==> config.mk <==
export PLATFORM = sky130hd
export DESIGN_NAME = spi_page_loader_flat
export DESIGN_NICKNAME = d
export VERILOG_FILES = /design/src/rtl/spi_page_loader_if.sv /design/src/rtl/spi_page_loader.sv /design/src/flat_wrapper.sv
export SDC_FILE = /design/constraint.sdc
export NUM_CORES = 1
export LEC_CHECK = 0
export BUFFER_PORTS_ARGS = -buffer_cell sky130_fd_sc_hd__buf_2
export CAP_MARGIN = 30
export CELL_PAD_IN_SITES_DETAIL_PLACEMENT = 1
export CELL_PAD_IN_SITES_GLOBAL_PLACEMENT = 1
export CORE_ASPECT_RATIO = 0.75
export CORE_MARGIN = 2
export CORE_UTILIZATION = 39
export DETAILED_ROUTE_END_ITERATION = 10
export GPL_ROUTABILITY_DRIVEN = 0
export PLACE_DENSITY_LB_ADDON = 0.1
export SYNTH_ARGS = -nofsm -noshare
export SYNTH_HDL_FRONTEND = slang
export SYNTH_SLANG_ARGS = --single-unit
==> constraint.sdc <==
create_clock -name master_clock -period 2 [get_ports master_clock]
set_input_delay 0.4 -clock master_clock [delete_from_list [all_inputs] [get_ports master_clock]]
set_output_delay 0.4 -clock master_clock [all_outputs]
set_load 0.005 [all_outputs]
==> src/rtl/spi_page_loader_if.sv <==
`timescale 1ns/1ps
`default_nettype none
// ============================================================================
// Module   : spi_page_loader_if
// Purpose  : Request, SPI flash and page-buffer signals of the page loader,
//            bundled with a slave (loader) and master (environment) view.
// Revision : 1.0 - initial release
// ============================================================================
interface spi_page_loader_if #(
  parameter int ADDR_BITS = 6
);
  // Request side (management block)
  logic [2:0]           image_number;
  logic [11:0]          page_number;
  logic                 load_request;
  logic                 load_busy;
  logic                 load_done;
  // SPI NOR flash pins
  logic                 flash_cs_n;
  logic                 flash_clk;
  logic                 flash_mosi;
  logic                 flash_miso;
  // Page buffer write port
  logic [ADDR_BITS-1:0] buffer_write_address;
  logic [7:0]           buffer_write_data;
  logic                 buffer_write_enable;

  // Loader side
  modport slave (
    input  image_number, page_number, load_request, flash_miso,
    output load_busy, load_done, flash_cs_n, flash_clk, flash_mosi,
           buffer_write_address, buffer_write_data, buffer_write_enable
  );

  // Environment side (request source, flash device, page buffer)
  modport master (
    output image_number, page_number, load_request, flash_miso,
    input  load_busy, load_done, flash_cs_n, flash_clk, flash_mosi,
           buffer_write_address, buffer_write_data, buffer_write_enable
  );
endinterface
`default_nettype wire

==> src/rtl/spi_page_loader.sv <==
`timescale 1ns/1ps
`default_nettype none
// ============================================================================
// Module   : spi_page_loader
// Purpose  : Fetches one bubble page from SPI NOR flash with a single READ
//            (0x03) transaction, mode 0, MSB first, and streams the received
//            bytes into the page buffer.
// Revision : 1.0 - initial release
// ============================================================================
module spi_page_loader #(
  parameter int SPI_DIV   = 2,
  parameter int ADDR_BITS = 6
) (
  input  logic             master_clock,
  input  logic             reset_n,
  spi_page_loader_if.slave bus
);

  localparam int PAGE_BYTES = 2 ** ADDR_BITS;
  localparam int c_CMD_BITS = 32;
  localparam int c_NUM_BITS = c_CMD_BITS + 8 * PAGE_BYTES;
  localparam int BIT_W      = $clog2(c_NUM_BITS);
  localparam int DIV_W      = (SPI_DIV > 1) ? $clog2(SPI_DIV) : 1;
  localparam int FULL_W     = 15 + ADDR_BITS;

  localparam logic [7:0]           c_READ_CMD  = 8'h03;
  localparam logic [DIV_W-1:0]     c_DIV_LAST  = DIV_W'(SPI_DIV - 1);
  localparam logic [DIV_W-1:0]     c_DIV_ONE   = DIV_W'(1);
  localparam logic [BIT_W-1:0]     c_BIT_LAST  = BIT_W'(c_NUM_BITS - 1);
  localparam logic [BIT_W-1:0]     c_BIT_ONE   = BIT_W'(1);
  localparam logic [BIT_W-1:0]     c_DATA_BIT0 = BIT_W'(c_CMD_BITS);
  localparam logic [ADDR_BITS-1:0] c_ADDR_ONE  = ADDR_BITS'(1);

  typedef enum logic [2:0] {
    S_IDLE     = 3'd0,
    S_CS_SETUP = 3'd1,
    S_SHIFT    = 3'd2,
    S_CS_HOLD  = 3'd3,
    S_DONE     = 3'd4
  } state_t;

  state_t                r_state;
  logic [DIV_W-1:0]      r_div;          // cycles spent in current SCK half / CS phase
  logic [BIT_W-1:0]      r_bit;          // index of the bit currently on the wire
  logic [31:0]           r_tx;           // latched command + address, bit 31 is on MOSI
  logic [7:0]            r_rx;           // MISO assembly register
  logic                  r_byte_ready;   // a full byte landed in r_rx on the last edge
  logic                  r_cs_n;
  logic                  r_sck;
  logic                  r_mosi;
  logic                  r_busy;
  logic                  r_done;
  logic                  r_we;
  logic [ADDR_BITS-1:0]  r_waddr;
  logic [7:0]            r_wdata;

  logic [FULL_W-1:0]     w_full_addr;
  logic [23:0]           w_flash_addr;

  // Byte address of the page in flash: {image, page} scaled by the page size
  assign w_full_addr = {bus.image_number, bus.page_number, {ADDR_BITS{1'b0}}};

  generate
    if (FULL_W >= 24) begin : g_addr_trunc
      assign w_flash_addr = w_full_addr[23:0];
    end else begin : g_addr_ext
      assign w_flash_addr = {{(24 - FULL_W){1'b0}}, w_full_addr};
    end
  endgenerate

  // Transaction sequencer: CS framing, SCK generation, shifting and buffer writes
  always_ff @(posedge master_clock) begin
    if (!reset_n) begin
      r_state      <= S_IDLE;
      r_div        <= '0;
      r_bit        <= '0;
      r_tx         <= '0;
      r_rx         <= '0;
      r_byte_ready <= 1'b0;
      r_cs_n       <= 1'b1;
      r_sck        <= 1'b0;
      r_mosi       <= 1'b0;
      r_busy       <= 1'b0;
      r_done       <= 1'b0;
      r_we         <= 1'b0;
      r_waddr      <= '0;
      r_wdata      <= '0;
    end else begin
      r_done       <= 1'b0;
      // The write strobe trails the sampling edge of a byte's last bit by one edge
      r_byte_ready <= 1'b0;
      r_we         <= r_byte_ready;
      if (r_byte_ready) begin
        r_wdata <= r_rx;
      end
      // Address advances once per strobe and wraps naturally at the page size
      if (r_we) begin
        r_waddr <= r_waddr + c_ADDR_ONE;
      end

      case (r_state)
        S_IDLE: begin
          if (bus.load_request) begin
            // The request is latched here as the complete outgoing frame
            r_tx    <= {c_READ_CMD, w_flash_addr};
            r_mosi  <= c_READ_CMD[7];
            r_cs_n  <= 1'b0;
            r_busy  <= 1'b1;
            r_div   <= '0;
            r_bit   <= '0;
            r_state <= S_CS_SETUP;
          end
        end

        S_CS_SETUP: begin
          if (r_div == c_DIV_LAST) begin
            r_div   <= '0;
            r_state <= S_SHIFT;
          end else begin
            r_div <= r_div + c_DIV_ONE;
          end
        end

        S_SHIFT: begin
          if (r_div != c_DIV_LAST) begin
            r_div <= r_div + c_DIV_ONE;
          end else begin
            r_div <= '0;
            if (!r_sck) begin
              // Rising SCK: the flash has held MISO stable for the low phase
              r_sck <= 1'b1;
              r_rx  <= {r_rx[6:0], bus.flash_miso};
              if (r_bit >= c_DATA_BIT0 && r_bit[2:0] == 3'b111) begin
                r_byte_ready <= 1'b1;
              end
            end else begin
              // Falling SCK: present the next bit, zeros once the frame is out
              r_sck <= 1'b0;
              if (r_bit == c_BIT_LAST) begin
                r_mosi  <= 1'b0;
                r_state <= S_CS_HOLD;
              end else begin
                r_bit  <= r_bit + c_BIT_ONE;
                r_tx   <= {r_tx[30:0], 1'b0};
                r_mosi <= r_tx[30];
              end
            end
          end
        end

        S_CS_HOLD: begin
          if (r_div == c_DIV_LAST) begin
            r_div   <= '0;
            r_cs_n  <= 1'b1;
            r_done  <= 1'b1;
            r_state <= S_DONE;
          end else begin
            r_div <= r_div + c_DIV_ONE;
          end
        end

        S_DONE: begin
          r_busy  <= 1'b0;
          r_state <= S_IDLE;
        end

        default: begin
          r_state <= S_IDLE;
          r_cs_n  <= 1'b1;
          r_sck   <= 1'b0;
          r_busy  <= 1'b0;
        end
      endcase
    end
  end

  assign bus.load_busy            = r_busy;
  assign bus.load_done            = r_done;
  assign bus.flash_cs_n           = r_cs_n;
  assign bus.flash_clk            = r_sck;
  assign bus.flash_mosi           = r_mosi;
  assign bus.buffer_write_address = r_waddr;
  assign bus.buffer_write_data    = r_wdata;
  assign bus.buffer_write_enable  = r_we;

endmodule
`default_nettype wire

==> src/flat_wrapper.sv <==
// flat-port wrapper written by rule: the top's interface ports become plain ports
module spi_page_loader_flat 
#(
  parameter int SPI_DIV   = 2,
  parameter int ADDR_BITS = 6
)
  (master_clock, reset_n, bus_image_number, bus_page_number, bus_load_request, bus_flash_miso, bus_load_busy, bus_load_done, bus_flash_cs_n, bus_flash_clk, bus_flash_mosi, bus_buffer_write_address, bus_buffer_write_data, bus_buffer_write_enable);
  spi_page_loader_if #(.ADDR_BITS(ADDR_BITS)) bus_i ();
  input  logic master_clock;
  input  logic reset_n;
  input wire logic [$bits(bus_i.image_number)-1:0] bus_image_number;
  input wire logic [$bits(bus_i.page_number)-1:0] bus_page_number;
  input wire logic [$bits(bus_i.load_request)-1:0] bus_load_request;
  input wire logic [$bits(bus_i.flash_miso)-1:0] bus_flash_miso;
  output wire logic [$bits(bus_i.load_busy)-1:0] bus_load_busy;
  output wire logic [$bits(bus_i.load_done)-1:0] bus_load_done;
  output wire logic [$bits(bus_i.flash_cs_n)-1:0] bus_flash_cs_n;
  output wire logic [$bits(bus_i.flash_clk)-1:0] bus_flash_clk;
  output wire logic [$bits(bus_i.flash_mosi)-1:0] bus_flash_mosi;
  output wire logic [$bits(bus_i.buffer_write_address)-1:0] bus_buffer_write_address;
  output wire logic [$bits(bus_i.buffer_write_data)-1:0] bus_buffer_write_data;
  output wire logic [$bits(bus_i.buffer_write_enable)-1:0] bus_buffer_write_enable;
  assign bus_i.image_number = bus_image_number;
  assign bus_i.page_number = bus_page_number;
  assign bus_i.load_request = bus_load_request;
  assign bus_i.flash_miso = bus_flash_miso;
  assign bus_load_busy = bus_i.load_busy;
  assign bus_load_done = bus_i.load_done;
  assign bus_flash_cs_n = bus_i.flash_cs_n;
  assign bus_flash_clk = bus_i.flash_clk;
  assign bus_flash_mosi = bus_i.flash_mosi;
  assign bus_buffer_write_address = bus_i.buffer_write_address;
  assign bus_buffer_write_data = bus_i.buffer_write_data;
  assign bus_buffer_write_enable = bus_i.buffer_write_enable;
  spi_page_loader #(.SPI_DIV(SPI_DIV), .ADDR_BITS(ADDR_BITS)) u_core (.master_clock(master_clock), .reset_n(reset_n), .bus(bus_i));
endmodule
==> results.yml <==
synthesis:
  synth_ff_type: "dfxtp_1"
  yosysWarningCount: 0
  synth_common_cells: "dfxtp_1, nand2_1, nor2b_1"
  synth-edff-count: 0
  synth_top_area_cell: "dfxtp_1"
  yosysSeqAreaShare_pct: 44.2
  synth.area.top_cells: "dfxtp_1, nand2_1, mux2i_1, o211a_1, nor2b_1"
  synth_area_sq_um: 3080
  synth_cells: 336
  yosys.cell_types.count: 49
  syn_nets: 359
  synthMostInstantiatedCell: "dfxtp_1"
  synth_seq_cells: 68
  syn_area_per_cell_sq_um: 9.16
  async_flop_share_pct: 0
  synth_top_area_share_pct: 44.2
setup_path:
  cp-end-kind: "register"
  cp.required_ps: 2280
  start_kind: "register"
  crit_type: "reg -> reg"
  critPathMaxStageDelay_ps: 320
  cp_common_cell: "buf_4"
  critPathSlowestCell: "dfxtp_1"
  worstPathArrival_ps: 2140
  crit_fanout: 18
  crit_chain: "ha_1, and4_1, buf_4, a311oi_4, buf_4, a21bo_1, a21boi_1"
global_routing:
  grt_pass1_wl_um: 12400
  grt_max_degree: 29
  grt_pass1_vias: 2528
  gr-total-overflow: 0
  antenna_found_initial: 0
  track_usage_pct: 18.5
drt:
  drt_first_pass_iters: 5
  wl_um: 7200
  drtIter0Drc: 116
  postRouteAntennaNets: 0
  route.vias.total: 2538
  vias_per_cell: 5.19
  drt_drc_violations_left: 0
  wl_per_cell_um: 14.7
die:
  die_x_um: 107
  ioPinCount: 39
  rows: 28
  coreArea_sq_um: 7780
  start_util_pct: 39.6
  dieArea_sq_um: 8630
  fp.dieH_um: 81.0
timing:
  drv_slew: 0
  rsz0062_at_grt: "false"
  finalHoldViolCount: 0
  timing.hold.ws_ps: 312
  max_freq_mhz: 537
  finalCritPeriodShare_pct: 93.2
  final.setup.tns_ps: 0
  slew-limit-headroom_pct: 64.0
  finalSetupViolCount: 0
  finalWorstSetupSlack_ps: 137
  period_minus_slack_ps: 1860
  clock_skew_ps: 12.6
  worst_pin_slew_ps: 541
placed_design:
  portBuffers: 38
  dp_hpwl_um: 4930
  place_ws_ps: 46.6
power_and_ir_drop:
  clkPwrFrac_pct: 45.7
  combPwrFrac_pct: 7.4
  switching_power_uw: 680
  netSwitchingFraction_pct: 22.3
  pwr-share-seq_pct: 46.9
  ir_drop_mv: 0.426
  p_leak_nw: 1.59
  powerDensity_nw_per_um2: 829
  p_int_mw: 2.37
clock_tree:
  cts_resized: 0
  clk_path_buf_depth: 2
  cts_buffers: 9
  clk_latency_ps: 340
  cts-htree-levels: 3
  clk_pin_slew_ps: 80
  cts_setup_buffers: 0
  root_buffer: "clkbuf_8"
  cts_num_sinks: 68
  cts_hold_buf: 0
  cts_tree: "done"
min_path:
  hp-class: "in -> reg"
layout:
  antenna_cells: 0
  nNetsFinal: 402
  fillers: 925
  final_layout_size_suffix_gt1_share_pct: 21.1
  syn2layout_area_growth_pct: 19.3
status:
  outcome: "finished clean"
run:
  cap_violations: 0
[state kept, by name, summed over array words and instances (netlist names)]
signal,count
u_core.r_tx,25
u_core.r_bit,10
u_core.bus.buffer_write_data,8
u_core.r_rx,8
u_core.bus.buffer_write_address,6
u_core.r_state,3
u_core.bus.buffer_write_enable,1
u_core.bus.flash_clk,1
u_core.bus.flash_cs_n,1
u_core.bus.flash_mosi,1
u_core.bus.load_busy,1
u_core.bus.load_done,1
u_core.r_byte_ready,1
u_core.r_div,1
[worst paths after layout]
kind | from | end | slack [ps] | depth (start not counted)
max | u_core.r_bit[0] | u_core.r_bit[8] | 140 | 7
min | bus_flash_miso | u_core.r_rx[0] | 310 | 3
max reg2reg | u_core.r_bit[0] | u_core.r_bit[8] | 140 | 7
min reg2reg | u_core.r_tx[22] | u_core.r_tx[23] | 460 | 2
[area by class of cell]
type / instances / area, sq um / share of cell area (%)
multi-input combinational: 237 / 1560 / 42.5
clock buffer: 10 / 138 / 3.75
clock inverter: 6 / 111 / 3.03
sequential: 68 / 1360 / 37.1
tap: 105 / 131 / 3.58
inverter: 5 / 18.8 / 0.511
timing repair buffer: 58 / 353 / 9.60
[metrics by stage]
step | cells | power (mW) | util (%) | area (sq um)
final | 489 | 3.05 | 47.2 | 3670
after global routing | 489 | 3.21 | 47.2 | 3670
after CTS | 489 | 3.10 | 47.2 | 3670
after detailed placement | 473 | 1.69 | 44.0 | 3420
after global placement | 473 | 1.68 | 44.0 | 3420
after floorplan | 336 | 1.61 | - | 3080
[logic make-up (layout without fill, tap and decap cells)]
logic type / Yosys count / in the layout / share of synthesized area (%)
AOI/OAI and AO/OA: 74 / 74 / 18.3
xor gates and xnor gates: 6 / 6 / 1.71
adders and majority gates: 4 / 4 / 1.63
buffers and inverters: 31 / 79 / 5.28
DFF: 68 / 68 / 44.2
muxes: 17 / 17 / 5.53
and+or+nand+nor: 136 / 136 / 23.4
[layer usage]
layer | GRT usage, % | share of wire [%] | vias to the layer above
met5 | 0 | 0 | -
met4 | 4.68 | 1.0 | 0
met3 | 7.06 | 3.3 | 5
met2 | 28.3 | 44 | 28
met1 | 24.8 | 52 | 1232
li1 | - | - | 1273
[power groups by stage]
| stage | sequential, mW | combinational (mW) | clock, mW |
|---|---|---|---|
| final | 1.43 | 0.225 | 1.39 |
| after global routing | 1.44 | 0.254 | 1.52 |
| after CTS | 1.43 | 0.228 | 1.44 |
| after detailed placement | 1.46 | 0.227 | 0 |
| after global placement | 1.46 | 0.222 | 0 |
| after floorplan | 1.45 | 0.161 | 0 |
[critical path: cells and delay by family (launching register included)]
family	cells	cell delay, ps
adders and majority gates	1	240
and+or+nand+nor	1	220
buffers and inverters	2	430
DFF	1	320
AOI/OAI and AO/OA	3	590
[layout by cell type (no fill, tap or decap), types with 2 or more instances in the layout]
| cell | count |
|---|---|
| o21a_1 | 3 |
| nand2_1 | 52 |
| nand4_1 | 19 |
| a21boi_0 | 8 |
| and2_1 | 5 |
| nor3b_1 | 2 |
| nor2_1 | 9 |
| a21boi_1 | 9 |
| mux2i_1 | 17 |
| or3_1 | 4 |
| and3_1 | 2 |
| inv_1 | 5 |
| and4_1 | 2 |
| nor2b_1 | 21 |
| o221a_2 | 2 |
| clkbuf_8 | 10 |
| xnor2_1 | 5 |
| a41o_1 | 2 |
| buf_2 | 38 |
| nor3_1 | 3 |
| bufinv_16 | 3 |
| buf_4 | 19 |
| ha_1 | 4 |
| nand3_1 | 9 |
| o211a_1 | 14 |
| a21oi_1 | 5 |
| o21ai_0 | 20 |
| a31oi_1 | 2 |
| dfxtp_1 | 68 |
Power figures use the tool's default switching activity.
